<file path="src/rtl/sensor_frame_pkg.sv">
// Shared constants and types for the sensor telemetry frame transmitter.
// Holds the FSM state encoding, the UART bit count and the sensor register
// address range shared with the register file.
// Optional feature macro: SENSOR_FRAME_SEQ_EN (adds the sequence-byte state).
package sensor_frame_pkg;

  localparam int unsigned BYTE_W            = 8;
  localparam int unsigned UART_BITS         = 10;   // start + 8 data + stop
  localparam int unsigned SENSOR_FIRST_ADDR = 1;
  localparam int unsigned SENSOR_LAST_ADDR  = 23;
  localparam logic [BYTE_W-1:0] DEF_SYNC_BYTE = 8'hA5;

  typedef enum logic [2:0] {
    ST_IDLE,
    ST_SYNC,
`ifdef SENSOR_FRAME_SEQ_EN
    ST_SEQ,
`endif
    ST_PAYLOAD,
    ST_CHKSUM,
    ST_DONE
  } state_t;

endpackage

</file>
<file path="src/rtl/sensor_frame_tx_if.sv">
// Frame transmitter bus: start request, register-file address/data pair,
// UART line and frame status.
//   master : frame requester / register file side (drives start, data)
//   slave  : sensor_frame_tx (drives addr, tx, busy, frame_done)
interface sensor_frame_tx_if;
  import sensor_frame_pkg::*;

  logic              start;
  logic [BYTE_W-1:0] data;
  logic [BYTE_W-1:0] addr;
  logic              tx;
  logic              busy;
  logic              frame_done;

  modport master (output start, data, input addr, tx, busy, frame_done);
  modport slave  (input start, data, output addr, tx, busy, frame_done);

endinterface

</file>
<file path="src/rtl/uart_tx_byte.sv">
// UART byte serialiser: 1 start bit, 8 data bits LSB first, 1 stop bit,
// each bit CLK_DIV cycles long.
// Ports:
//   clk, rst  : clock, asynchronous active-low reset
//   load      : request to send din (taken only while ready_c=1)
//   din       : byte to send
//   ready_c   : high when idle or in the final cycle of the stop bit
//   tx        : serial line, idle high
module uart_tx_byte
  import sensor_frame_pkg::*;
#(
  parameter int unsigned CLK_DIV = 434
) (
  input  logic              clk,
  input  logic              rst,
  input  logic              load,
  input  logic [BYTE_W-1:0] din,
  output logic              ready_c,
  output logic              tx
);

  localparam int unsigned DIV_W = (CLK_DIV > 1) ? $clog2(CLK_DIV) : 1;
  localparam int unsigned BIT_W = $clog2(UART_BITS);

  logic               active_q;
  logic [DIV_W-1:0]   div_q;
  logic [BIT_W-1:0]   bit_q;
  logic [UART_BITS-2:0] shreg_q;   // remaining bits: {stop, data}
  logic               bit_end_c;
  logic               last_bit_c;

  assign bit_end_c  = (div_q == DIV_W'(CLK_DIV - 1));
  assign last_bit_c = (bit_q == BIT_W'(UART_BITS - 1));
  // Ready in the last stop-bit cycle lets the next byte follow with no gap.
  assign ready_c    = !active_q || (bit_end_c && last_bit_c);

  // Bit timing and shifting; a load always starts with the start bit.
  always_ff @(posedge clk or negedge rst) begin
    if (!rst) begin
      active_q <= 1'b0;
      div_q    <= '0;
      bit_q    <= '0;
      shreg_q  <= '1;
      tx       <= 1'b1;
    end else if (load && ready_c) begin
      active_q <= 1'b1;
      div_q    <= '0;
      bit_q    <= '0;
      shreg_q  <= {1'b1, din};
      tx       <= 1'b0;
    end else if (active_q) begin
      if (bit_end_c) begin
        div_q <= '0;
        if (last_bit_c) begin
          active_q <= 1'b0;
        end else begin
          tx      <= shreg_q[0];
          shreg_q <= {1'b1, shreg_q[UART_BITS-2:1]};
          bit_q   <= bit_q + BIT_W'(1);
        end
      end else begin
        div_q <= div_q + DIV_W'(1);
      end
    end
  end

endmodule

</file>
<file path="src/rtl/sensor_frame_tx.sv">
// Sensor telemetry frame transmitter. Sweeps the register-file address range
// FIRST_ADDR..LAST_ADDR, and sends SYNC_BYTE, [sequence byte], the payload
// bytes and a two's-complement checksum back-to-back over a UART line.
// Ports:
//   clk, rst : clock, asynchronous active-low reset
//   bus      : sensor_frame_tx_if.slave (start, data in; addr, tx, busy,
//              frame_done out)
// Optional feature macro: SENSOR_FRAME_SEQ_EN inserts a wrapping 8-bit frame
// sequence byte after SYNC, included in the checksum.
module sensor_frame_tx
  import sensor_frame_pkg::*;
#(
  parameter int unsigned       CLK_DIV    = 434,
  parameter int unsigned       FIRST_ADDR = SENSOR_FIRST_ADDR,
  parameter int unsigned       LAST_ADDR  = SENSOR_LAST_ADDR,
  parameter logic [BYTE_W-1:0] SYNC_BYTE  = DEF_SYNC_BYTE
) (
  input  logic               clk,
  input  logic               rst,
  sensor_frame_tx_if.slave   bus
);

  localparam logic [BYTE_W-1:0] FIRST_A = BYTE_W'(FIRST_ADDR);
  localparam logic [BYTE_W-1:0] LAST_A  = BYTE_W'(LAST_ADDR);

  state_t            state_q, state_d;
  logic [BYTE_W-1:0] addr_q, addr_d;
  logic [BYTE_W-1:0] sum_q, sum_d;
  logic              last_q, last_d;    // final payload byte already loaded
  logic              busy_q, busy_d;
  logic              done_q, done_d;
`ifdef SENSOR_FRAME_SEQ_EN
  logic [BYTE_W-1:0] seq_q, seq_d;
`endif

  logic              load_c;
  logic [BYTE_W-1:0] byte_c;
  logic              fetch_c;
  logic              tx_ready_c;

  uart_tx_byte #(.CLK_DIV(CLK_DIV)) u_uart (
    .clk     (clk),
    .rst     (rst),
    .load    (load_c),
    .din     (byte_c),
    .ready_c (tx_ready_c),
    .tx      (bus.tx)
  );

  // State and registered outputs.
  always_ff @(posedge clk or negedge rst) begin
    if (!rst) begin
      state_q <= ST_IDLE;
      addr_q  <= '0;
      sum_q   <= '0;
      last_q  <= 1'b0;
      busy_q  <= 1'b0;
      done_q  <= 1'b0;
`ifdef SENSOR_FRAME_SEQ_EN
      seq_q   <= '0;
`endif
    end else begin
      state_q <= state_d;
      addr_q  <= addr_d;
      sum_q   <= sum_d;
      last_q  <= last_d;
      busy_q  <= busy_d;
      done_q  <= done_d;
`ifdef SENSOR_FRAME_SEQ_EN
      seq_q   <= seq_d;
`endif
    end
  end

  // Next state; every byte is loaded in the UART's ready cycle so bytes
  // run back-to-back, and data is sampled in that same cycle.
  always_comb begin
    state_d = state_q;
    addr_d  = addr_q;
    sum_d   = sum_q;
    last_d  = last_q;
    busy_d  = busy_q;
    done_d  = 1'b0;
    load_c  = 1'b0;
    byte_c  = SYNC_BYTE;
    fetch_c = 1'b0;
`ifdef SENSOR_FRAME_SEQ_EN
    seq_d   = seq_q;
`endif
    unique case (state_q)
      ST_IDLE: begin
        if (bus.start) begin
          load_c  = 1'b1;
          byte_c  = SYNC_BYTE;
          busy_d  = 1'b1;
          sum_d   = '0;
          last_d  = 1'b0;
          state_d = ST_SYNC;
`ifdef SENSOR_FRAME_SEQ_EN
          addr_d  = '0;
`else
          addr_d  = FIRST_A;
`endif
        end
      end
      ST_SYNC: begin
        if (tx_ready_c) begin
`ifdef SENSOR_FRAME_SEQ_EN
          load_c  = 1'b1;
          byte_c  = seq_q;
          sum_d   = sum_q + seq_q;
          addr_d  = FIRST_A;
          state_d = ST_SEQ;
`else
          fetch_c = 1'b1;
`endif
        end
      end
`ifdef SENSOR_FRAME_SEQ_EN
      ST_SEQ: begin
        if (tx_ready_c) fetch_c = 1'b1;
      end
`endif
      ST_PAYLOAD: begin
        if (tx_ready_c) begin
          if (last_q) begin
            load_c  = 1'b1;
            byte_c  = ~sum_q + BYTE_W'(1);
            state_d = ST_CHKSUM;
          end else begin
            fetch_c = 1'b1;
          end
        end
      end
      ST_CHKSUM: begin
        if (tx_ready_c) begin
          busy_d  = 1'b0;
          done_d  = 1'b1;
          state_d = ST_DONE;
        end
      end
      ST_DONE: begin
        state_d = ST_IDLE;
`ifdef SENSOR_FRAME_SEQ_EN
        seq_d   = seq_q + BYTE_W'(1);
`endif
      end
      default: state_d = ST_IDLE;
    endcase

    // Sample the current address's data and move addr to the next one.
    if (fetch_c) begin
      load_c  = 1'b1;
      byte_c  = bus.data;
      sum_d   = sum_q + bus.data;
      state_d = ST_PAYLOAD;
      if (addr_q == LAST_A) begin
        addr_d = '0;
        last_d = 1'b1;
      end else begin
        addr_d = addr_q + BYTE_W'(1);
      end
    end
  end

  assign bus.addr       = addr_q;
  assign bus.busy       = busy_q;
  assign bus.frame_done = done_q;

endmodule

</file>
<file path="src/flat_wrapper.sv">
// flat-port wrapper written by rule: the top's interface ports become plain ports
module sensor_frame_tx_flat import sensor_frame_pkg::*;
#(
  parameter int unsigned       CLK_DIV    = 434,
  parameter int unsigned       FIRST_ADDR = SENSOR_FIRST_ADDR,
  parameter int unsigned       LAST_ADDR  = SENSOR_LAST_ADDR,
  parameter logic [BYTE_W-1:0] SYNC_BYTE  = DEF_SYNC_BYTE
)
  (clk, rst, bus_start, bus_data, bus_addr, bus_tx, bus_busy, bus_frame_done);
  sensor_frame_tx_if bus_i ();
  input  logic clk;
  input  logic rst;
  input wire logic [$bits(bus_i.start)-1:0] bus_start;
  input wire logic [$bits(bus_i.data)-1:0] bus_data;
  output wire logic [$bits(bus_i.addr)-1:0] bus_addr;
  output wire logic [$bits(bus_i.tx)-1:0] bus_tx;
  output wire logic [$bits(bus_i.busy)-1:0] bus_busy;
  output wire logic [$bits(bus_i.frame_done)-1:0] bus_frame_done;
  assign bus_i.start = bus_start;
  assign bus_i.data = bus_data;
  assign bus_addr = bus_i.addr;
  assign bus_tx = bus_i.tx;
  assign bus_busy = bus_i.busy;
  assign bus_frame_done = bus_i.frame_done;
  sensor_frame_tx #(.CLK_DIV(CLK_DIV), .FIRST_ADDR(FIRST_ADDR), .LAST_ADDR(LAST_ADDR), .SYNC_BYTE(SYNC_BYTE)) u_core (.clk(clk), .rst(rst), .bus(bus_i));
endmodule
</file>
<file path="config.mk">
export PLATFORM = sky130hd
export DESIGN_NAME = sensor_frame_tx_flat
export DESIGN_NICKNAME = d
export VERILOG_FILES = /design/src/rtl/sensor_frame_pkg.sv /design/src/rtl/sensor_frame_tx_if.sv /design/src/rtl/uart_tx_byte.sv /design/src/rtl/sensor_frame_tx.sv /design/src/flat_wrapper.sv
export SDC_FILE = /design/constraint.sdc
export NUM_CORES = 1
export LEC_CHECK = 0
export BUFFER_PORTS_ARGS = -buffer_cell sky130_fd_sc_hd__buf_2
export CAP_MARGIN = 20
export CORE_MARGIN = 2
export CORE_UTILIZATION = 30
export CTS_BUF_LIST = sky130_fd_sc_hd__clkbuf_8 sky130_fd_sc_hd__clkbuf_16
export CTS_CLUSTER_SIZE = 20
export DETAILED_ROUTE_END_ITERATION = 7
export SLEW_MARGIN = 0
export SYNTH_ARGS = -nofsm -noshare
export SYNTH_HDL_FRONTEND = slang
export SYNTH_SLANG_ARGS = --single-unit
</file>
<file path="constraint.sdc">
create_clock -name clk -period 1.8 [get_ports clk]
set_input_delay 0.18 -clock clk [delete_from_list [all_inputs] [get_ports clk]]
set_output_delay 0.18 -clock clk [all_outputs]
set_load 0.005 [all_outputs]
</file>
==> impl_metrics.tcl, run 1 <==
set metrics [dict create \
    final_common_cell "buf_4" \
    reg2regPathDepth 6 \
    maxSlewViolCount 0 \
    htree_levels 2 \
    critPathArrivalTime_ps 2150 \
    place_area_um2 3410 \
    status "finished with violations" \
    drt-total-wl_um 7100 \
    start_util_pct 31.1 \
    dp_hpwl_um 5070 \
    grt_pass1_vias 2474 \
    ys_async_sr_fraction_pct 100 \
    synth_edf_count 0 \
    ys_seq_area_share_pct 41.7 \
    final.setup.worst_slack_ps -112 \
    cp_max_fo 15 \
    path_buf_inv 1 \
    dp_slack_ps -105 \
    grt_usage_pct 14.8 \
    rr_endpoint "u_core.sum_q[7]" \
    vias_per_cell 5.03 \
    hold_viol_final 0 \
    grt_pass1_wl_um 11800 \
    synth_seq_cells 45 \
    whs_path_depth 2 \
    syn_avg_cell_area_um2 9.00 \
    drt_iter0_markers 120 \
    vias 2479 \
    cpMaxStageDelayCell "or4b_4" \
    seq_area_um2 1140 \
    maxCapViolCount 0 \
    fmax_mhz 523 \
    wl_per_cell_um 14.4 \
    p_leak_nw 1.66 \
    crit_path_end "u_core.sum_q[7]" \
    powerDensity_nw_per_um2 544 \
    setup_viol_count_final 22 \
    drc 0 \
    cts_tree "done" \
    synth_cell_types 53 \
    cts_buffer_depth 2 \
    core.rowCount 34 \
    slew_headroom_pct 61.3 \
    p_total_mw 2.07 \
    fin_crit_ps 1910 \
    grt-ovfl-total 0 \
    cp-startpoint "u_core.u_uart.div_q[6]" \
    die_h_um 99.4 \
    final_nets 409 \
    finClkSkew_ps 6.66 \
    fin_area_um2 3810 \
    syn_inst 303 \
    drive_gt1_share_pct 36.6 \
    synth_area_um2 2730 \
    cts_buffers 5 \
    die-area_um2 9870 \
    synthFlopType "dfrtp_1" \
    max_stage_delay_ps 560 \
    port_buffers 21 \
    reg2reg_slack_ps -110 \
    crit_family "simple AND/OR/NAND/NOR gates" \
    antenna_found_initial 0 \
    first_pass_iters 4 \
    cts_root_buf "clkbuf_8" \
    synth_area_leader_cell "dfrtp_1" \
    violations "setup timing" \
    critPathKind "register to register" \
    antenna_cells 0 \
    die_x_um 99.4 \
    fp.coreArea_um2 8760 \
    multi_input_comb_area_um2 1730 \
    cts.sinks 45 \
    yosysTopAreaCellShare_pct 33.0 \
    synthTopCellsByArea "dfrtp_1, dfstp_2, ha_1" \
    synth_warnings 0 \
    areaGrowthSynthToFinish_pct 39.8 \
    clkLatencyLatePin_ps 300 \
    worstHoldPathType "input pin to register" \
    final_cell_mix "buf_4, dfrtp_1, nand2_1" \
    grt_max_degree 46 \
    fillers 863 \
    antenna_left 0 \
    synth.net_count 328 \
    required_ps 2040 \
    rsz0062_at_grt "true" \
    path_cells "or4b_4, o31ai_4, nand2_2, buf_12, a211o_1, o21ai_1" \
    finalCritPeriodShare_pct 106 \
    worst_slew_pin_slew_ps 580 \
    r2r-start "u_core.u_uart.div_q[6]" \
    cp-start-kind "register" \
    path_depth 6 \
    timing.hold.ws_ps 126 \
    ios 22 \
    worst_setup_path_end_kind "register" \
    routabilityCongestion 0.788 \
    ir_drop_v 0.000308 \
    clk_pin_slew_ps 90 \
]
## report_power, final
part / internal [mW] / switching [mW] / total (mW)
combinational: 0.105 / 0.122 / 0.227
sequential: 1.02 / 0.00648 / 1.03
clock: 0.452 / 0.368 / 0.820
## Yosys cell counts, types with 2 or more instances
cell type / n
buf_2: 2
a21o_1: 4
nand2b_1: 5
and3_1: 6
a31oi_1: 4
nor4b_1: 3
or3b_2: 2
nand4_1: 4
nand3_1: 16
xor2_1: 8
o21ai_0: 31
or3_1: 3
ha_1: 13
xnor2_1: 7
nor2b_1: 2
a21oi_1: 17
o221ai_1: 2
nor3_1: 7
inv_1: 13
o31ai_1: 6
dfstp_2: 9
o22ai_1: 5
dfrtp_1: 36
nor2_1: 27
mux2i_1: 5
nand2_1: 34
o21a_1: 4
clkbuf_1: 3
## state kept, by name, indices dropped and copies added (netlist names), 3 cells and up
signal	count
u_core.bus.addr	8
u_core.u_uart.shreg_q	8
u_core.sum_q	8
u_core.state_q	3
u_core.u_uart.div_q	9
u_core.u_uart.bit_q	4
## worst min-delay path by stage
stage	start	to
2_1_floorplan	rst	u_core.bus.addr[0]
4_1_cts	bus_data[3]	u_core.u_uart.shreg_q[3]
5_1_grt	bus_data[3]	u_core.u_uart.shreg_q[3]
3_3_place_gp	rst	u_core.u_uart.bit_q[1]
6_report	bus_data[3]	u_core.u_uart.shreg_q[3]
3_5_place_dp	rst	u_core.u_uart.div_q[8]
## timing repair
action,4_1_cts,5_1_grt
endpoints found under the setup margin,34,41
resized for setup,28,23
setup buffers,7,3
hold endpoints to repair,36,0
cloned,0,1
hold buffers,1,0
pin swaps,11,8
## cell type report
cell class                      count  area share, %
Tap cell                          108           3.54
Multi-Input combinational cell    238           45.4
Sequential cell                    45           29.8
Clock inverter                      2          0.984
Inverter                           13           1.28
Clock buffer                        6           2.17
Timing Repair Buffer               81           16.8
## through the flow
stage,std cells,utilization [%],setup TNS (ps)
6_report,493,43.5,-813
4_1_cts,490,42.2,-808
5_1_grt,493,43.5,-3420
3_3_place_gp,474,38.9,-732
2_1_floorplan,303,-,-1030
3_5_place_dp,474,38.9,-1190
## metal layers
layer	vias up	part of all wire [%]	GRT usage, %
met2	31	47	23.6
met3	4	2.6	2.32
met1	1187	50	21.2
met5	-	0	0
li1	1257	-	-
met4	0	0.65	3.16
## worst register-to-register path, delay by kind of cell, from the launching register on
kind / cells / cell delay (ps)
flops: 1 / 380
buf+inv: 1 / 180
compound gates: 3 / 590
simple gates: 2 / 700
## cell families after synthesis
kind of cell    Yosys count  synth area share [%]
simple gates            120                  22.6
compound gates           84                  19.1
flops                    45                  41.7
buf+inv                  20                  3.26
xor+xnor                 15                  4.82
fa+ha+maj                14                  6.70
mux                       5                  1.83
No activity file was read; power rests on OpenSTA's default activity.
==> run 2, diff against run 1 <==
==> constraint.sdc (replaced) <==
create_clock -name clk -period 1.8 [get_ports clk]
set_input_delay 0.09 -clock clk [delete_from_list [all_inputs] [get_ports clk]]
set_output_delay 0.09 -clock clk [all_outputs]
set_load 0.005 [all_outputs]
==> impl_metrics.tcl, run 2 (synthesis results as in run 1) <==
set metrics [dict create \
    hold_viol_final 0 \
    setup_viol_count_final 18 \
    fmax_mhz 528 \
    violations "setup timing" \
    ir_drop_v 0.000309 \
    slew_headroom_pct 61.0 \
    final_nets 412 \
    drive_gt1_share_pct 38.9 \
    final.setup.worst_slack_ps -92.8 \
    grt_max_degree 24 \
    finClkSkew_ps 13.8 \
    drt-total-wl_um 7370 \
    final_util_pct 44.4 \
    required_ps 2030 \
    status "finished with violations" \
    final_cell_mix "buf_4, dfrtp_1, nand2_1" \
    ios 22 \
    maxSlewViolCount 0 \
    first_pass_iters 4 \
    maxCapViolCount 0 \
    worstHoldPathType "input pin to register" \
    p_leak_nw 1.68 \
    rsz0062_at_grt "true" \
    cts_buffer_depth 2 \
    areaGrowthSynthToFinish_pct 42.8 \
    dp_hpwl_um 5200 \
    routabilityCongestion 0.801 \
    port_buffers 21 \
    die-area_um2 9870 \
    seq_area_um2 1140 \
    htree_levels 2 \
    vias_per_cell 5.10 \
    grt_usage_pct 14.6 \
    antenna_left 0 \
    place_area_um2 3420 \
    fin_cells 496 \
    final_common_cell "buf_4" \
    fin_area_um2 3890 \
    antenna_found_initial 0 \
    fillers 858 \
    worst_slew_pin_slew_ps 584 \
    largest_register_ffs 9 \
    critPathKind "register to register" \
    wl_per_cell_um 14.9 \
    cpMaxStageDelayCell "or4b_4" \
    worst_setup_path_end_kind "register" \
    grt-ovfl-total 0 \
    grt_pass1_vias 2352 \
    cts.sinks 45 \
    core.rowCount 34 \
    dp_cells 474 \
    die_h_um 99.4 \
    drc 0 \
    vias 2529 \
    finalCritPeriodShare_pct 105 \
    fin_crit_ps 1890 \
    max_flop_register "u_core.u_uart.div_q" \
    path_cells "or4b_4, o31ai_4, buf_6, nand2_4, buf_12, a211o_1, o21ai_1" \
    powerDensity_nw_per_um2 518 \
    cts_root_buf "clkbuf_8" \
    cts_tree "done" \
    drt_iter0_markers 160 \
    max_stage_delay_ps 570 \
    die_x_um 99.4 \
    antenna_cells 0 \
    cp-start-kind "register" \
    clk_pin_slew_ps 90 \
    cp_max_fo 14 \
    clkLatencyLatePin_ps 300 \
    critPathArrivalTime_ps 2120 \
    cts_buffers 5 \
    start_util_pct 31.1 \
    fin_tns_setup_ps -911 \
    fp.coreArea_um2 8760 \
    grt_pass1_wl_um 11600 \
    multi_input_comb_area_um2 1780 \
]
==> run 2: cell types whose count changed in the layout (fill, tap and decap cells not counted), sizes merged <==
cell      before  now
clkinv         0    1
buf           79   82
inv           13   14
clkinvlp       1    0
clkbuf         7    6
==> run 2: worst paths after layout <==
check / from / endpoint / slack [ps] / depth (start not counted)
setup reg to reg: u_core.u_uart.div_q[6] / u_core.sum_q[7] / -90 / 7
setup / recovery: u_core.u_uart.div_q[6] / u_core.sum_q[7] / -90 / 7
max in group asynchronous: rst / u_core.u_uart.tx / 880 / 3
hold reg to reg: u_core.u_uart.shreg_q[0] / u_core.u_uart.tx / 480 / 2
min in group asynchronous: rst / u_core.sum_q[5] / 320 / 2
hold / removal: bus_data[3] / u_core.u_uart.shreg_q[3] / 30 / 2
==> run 2: cell type report <==
cell class                      count  area share [%]
Multi-Input combinational cell    238            45.7
Sequential cell                    45            29.2
Timing Repair Buffer               84            17.6
Tap cell                          108            3.47
Clock buffer                        5            1.77
Inverter                           13            1.25
Clock inverter                      3           0.996
==> run 2: report_power, final <==
| part | switching [mW] | internal [mW] |
|---|---|---|
| clock | 0.354 | 0.407 |
| sequential | 0.00675 | 1.02 |
| combinational | 0.122 | 0.107 |
| total | 0.482 | 1.53 |
==> run 2: through the flow <==
stage	power (mW)	hold slack (ps)	setup slack, ps
final	2.02	26.3	-92.8
after global routing	2.10	40.6	-181
after CTS	2.03	20.1	-72.7
after detailed placement	1.26	132	-143
after global placement	1.26	117	-69.9
after floorplan	1.16	-206	-87.4
==> run 2: timing repair <==
action | 4_1_cts | 5_1_grt
hold endpoints to repair | 14 | 0
hold buffers | 1 | 0
pin swaps | 10 | 14
setup buffers | 5 | 7
gates cloned | 0 | 1
setup endpoints to repair | 34 | 37
gates resized for setup | 14 | 48
==> run 2: routing by layer <==
layer	vias up	GRT usage, %	part of all wire [%]
li1	1265	-	-
met1	1211	20.2	46
met2	46	24.0	49
met3	7	3.02	4.2
met4	0	2.95	0.71
met5	-	0	0
==> run 2: worst max-delay path, delay by kind of cell, from the launching register on <==
kind                   cells  cell delay, ps
DFF                        1             380
AOI/OAI and AO/OA          3             490
buffers and inverters      2             310
and+or+nand+nor            2             630
==> run 3, diff against run 2 <==
- SKIP_LAST_GASP: unset -> 1
==> impl_metrics.tcl, run 3 (synthesis results as in run 1) <==
set metrics [dict create \
    status "finished with violations" \
    hold_viol_final 0 \
    cts_tree "done" \
    maxSlewViolCount 0 \
    finalCritPeriodShare_pct 106 \
    core.rowCount 34 \
    max_flop_register "u_core.u_uart.div_q" \
    critPathArrivalTime_ps 2120 \
    wl_per_cell_um 14.8 \
    vias 2536 \
    reg2reg_slack_ps -100 \
    fin_area_um2 3850 \
    cpMaxStageDelayCell "or4b_4" \
    crit_family "simple AND/OR/NAND/NOR gates" \
    crit_path_end "u_core.sum_q[7]" \
    cts_buffer_depth 2 \
    fp.coreArea_um2 8760 \
    first_pass_iters 4 \
    seq_area_um2 1140 \
    areaGrowthSynthToFinish_pct 41.1 \
    place_area_um2 3420 \
    dp_slack_ps -143 \
    clk_pin_slew_ps 90 \
    reg2regPathDepth 7 \
    largest_register_ffs 9 \
    drt-total-wl_um 7350 \
    antenna_cells 0 \
    fin_crit_ps 1900 \
    antenna_found_initial 0 \
    cp_max_fo 14 \
    slew_headroom_pct 60.8 \
    final_common_cell "buf_4" \
    fin_cells 496 \
    start_util_pct 31.1 \
    antenna_left 0 \
    cts.sinks 45 \
    path_buf_inv 2 \
    routabilityCongestion 0.801 \
    rr_endpoint "u_core.sum_q[7]" \
    grt_pass1_wl_um 11500 \
    p_total_mw 2.01 \
    met1_usage_pct 20.1 \
    p_leak_nw 1.67 \
    clkLatencyLatePin_ps 300 \
    grt_busiest_layer "met2" \
    violations "setup timing" \
    cts_buffers 5 \
    cp-startpoint "u_core.u_uart.div_q[6]" \
    grt_usage_pct 14.6 \
    dp_hpwl_um 5200 \
    cts_root_buf "clkbuf_8" \
    cp-start-kind "register" \
    grtUsageMet3_pct 3.02 \
    path_cells "or4b_4, o31ai_4, buf_6, nand2_4, buf_12, a211o_1, o21ai_1" \
    r2r-start "u_core.u_uart.div_q[6]" \
    critPathKind "register to register" \
    drt_iter0_markers 157 \
    grt-ovfl-total 0 \
    path_depth 7 \
    grt_pass1_vias 2346 \
    ir_drop_v 0.000307 \
    powerDensity_nw_per_um2 523 \
    fmax_mhz 527 \
    maxCapViolCount 0 \
    grt_max_degree 24 \
    die_x_um 99.4 \
    drive_gt1_share_pct 37.4 \
    worst_slew_pin_slew_ps 588 \
    final_nets 412 \
    port_buffers 21 \
    rsz0062_at_grt "true" \
    multi_input_comb_area_um2 1750 \
    htree_levels 2 \
    die-area_um2 9870 \
    finClkSkew_ps 13.3 \
    die_h_um 99.4 \
    drc 0 \
    final_cell_mix "buf_4, dfrtp_1, nand2_1" \
    ios 22 \
    worst_setup_path_end_kind "register" \
    required_ps 2030 \
    vias_per_cell 5.11 \
    dp_cells 474 \
    setup_viol_count_final 18 \
    final.setup.worst_slack_ps -99.1 \
    max_stage_delay_ps 570 \
    fillers 866 \
    worstHoldPathType "input pin to register" \
    use_met2_pct 24.0 \
]
## run 3: cell counts in the layout (fill, tap and decap cells not counted)
No cell type changed its count.
## run 3: final cells by class
class | instances | share of cell area [%]
Tap cell | 108 | 3.51
Multi-Input combinational cell | 238 | 45.4
Timing Repair Buffer | 84 | 17.4
Clock inverter | 3 | 1.01
Sequential cell | 45 | 29.6
Clock buffer | 5 | 1.79
Inverter | 13 | 1.27
## run 3: how the worst min path moves through the flow
stage	from	to	cells after the start
floorplan	rst	u_core.bus.addr[0]	0
global placement	rst	u_core.u_uart.div_q[5]	1
detailed placement	rst	u_core.u_uart.div_q[5]	1
CTS	bus_data[3]	u_core.u_uart.shreg_q[3]	2
global route	bus_data[3]	u_core.u_uart.shreg_q[3]	2
finish	bus_data[3]	u_core.u_uart.shreg_q[3]	2
## run 3: per-layer routing
metal	share of wire, %	up-vias
li1	-	1264
met5	0	-
met3	3.6	4
met2	48	44
met4	0.69	0
met1	47	1224
## run 3: what timing repair did
action	in CTS	in global routing
setup endpoints to repair	34	37
gates cloned	0	1
gates resized for setup	13	38
pin swaps	9	10
endpoints found under the hold margin	14	0
hold buffers	1	0
buffers inserted	5	7
## run 3: per-stage QoR
stage | utilization, % | setup TNS [ps] | hold slack (ps)
after floorplan | - | -1030 | -206
after global placement | 39.0 | -712 | 117
after detailed placement | 39.0 | -1270 | 132
after CTS | 41.4 | -341 | 20.1
after global routing | 43.9 | -3210 | 40.7
final | 43.9 | -895 | 33.2
## run 3: power by group
| group | switching, mW | leakage [nW] | internal, mW |
|---|---|---|---|
| sequential | 0.00670 | 0.483 | 1.02 |
| clock | 0.350 | 0.0593 | 0.407 |
| combinational | 0.122 | 1.13 | 0.106 |
| total | 0.479 | 1.67 | 1.53 |
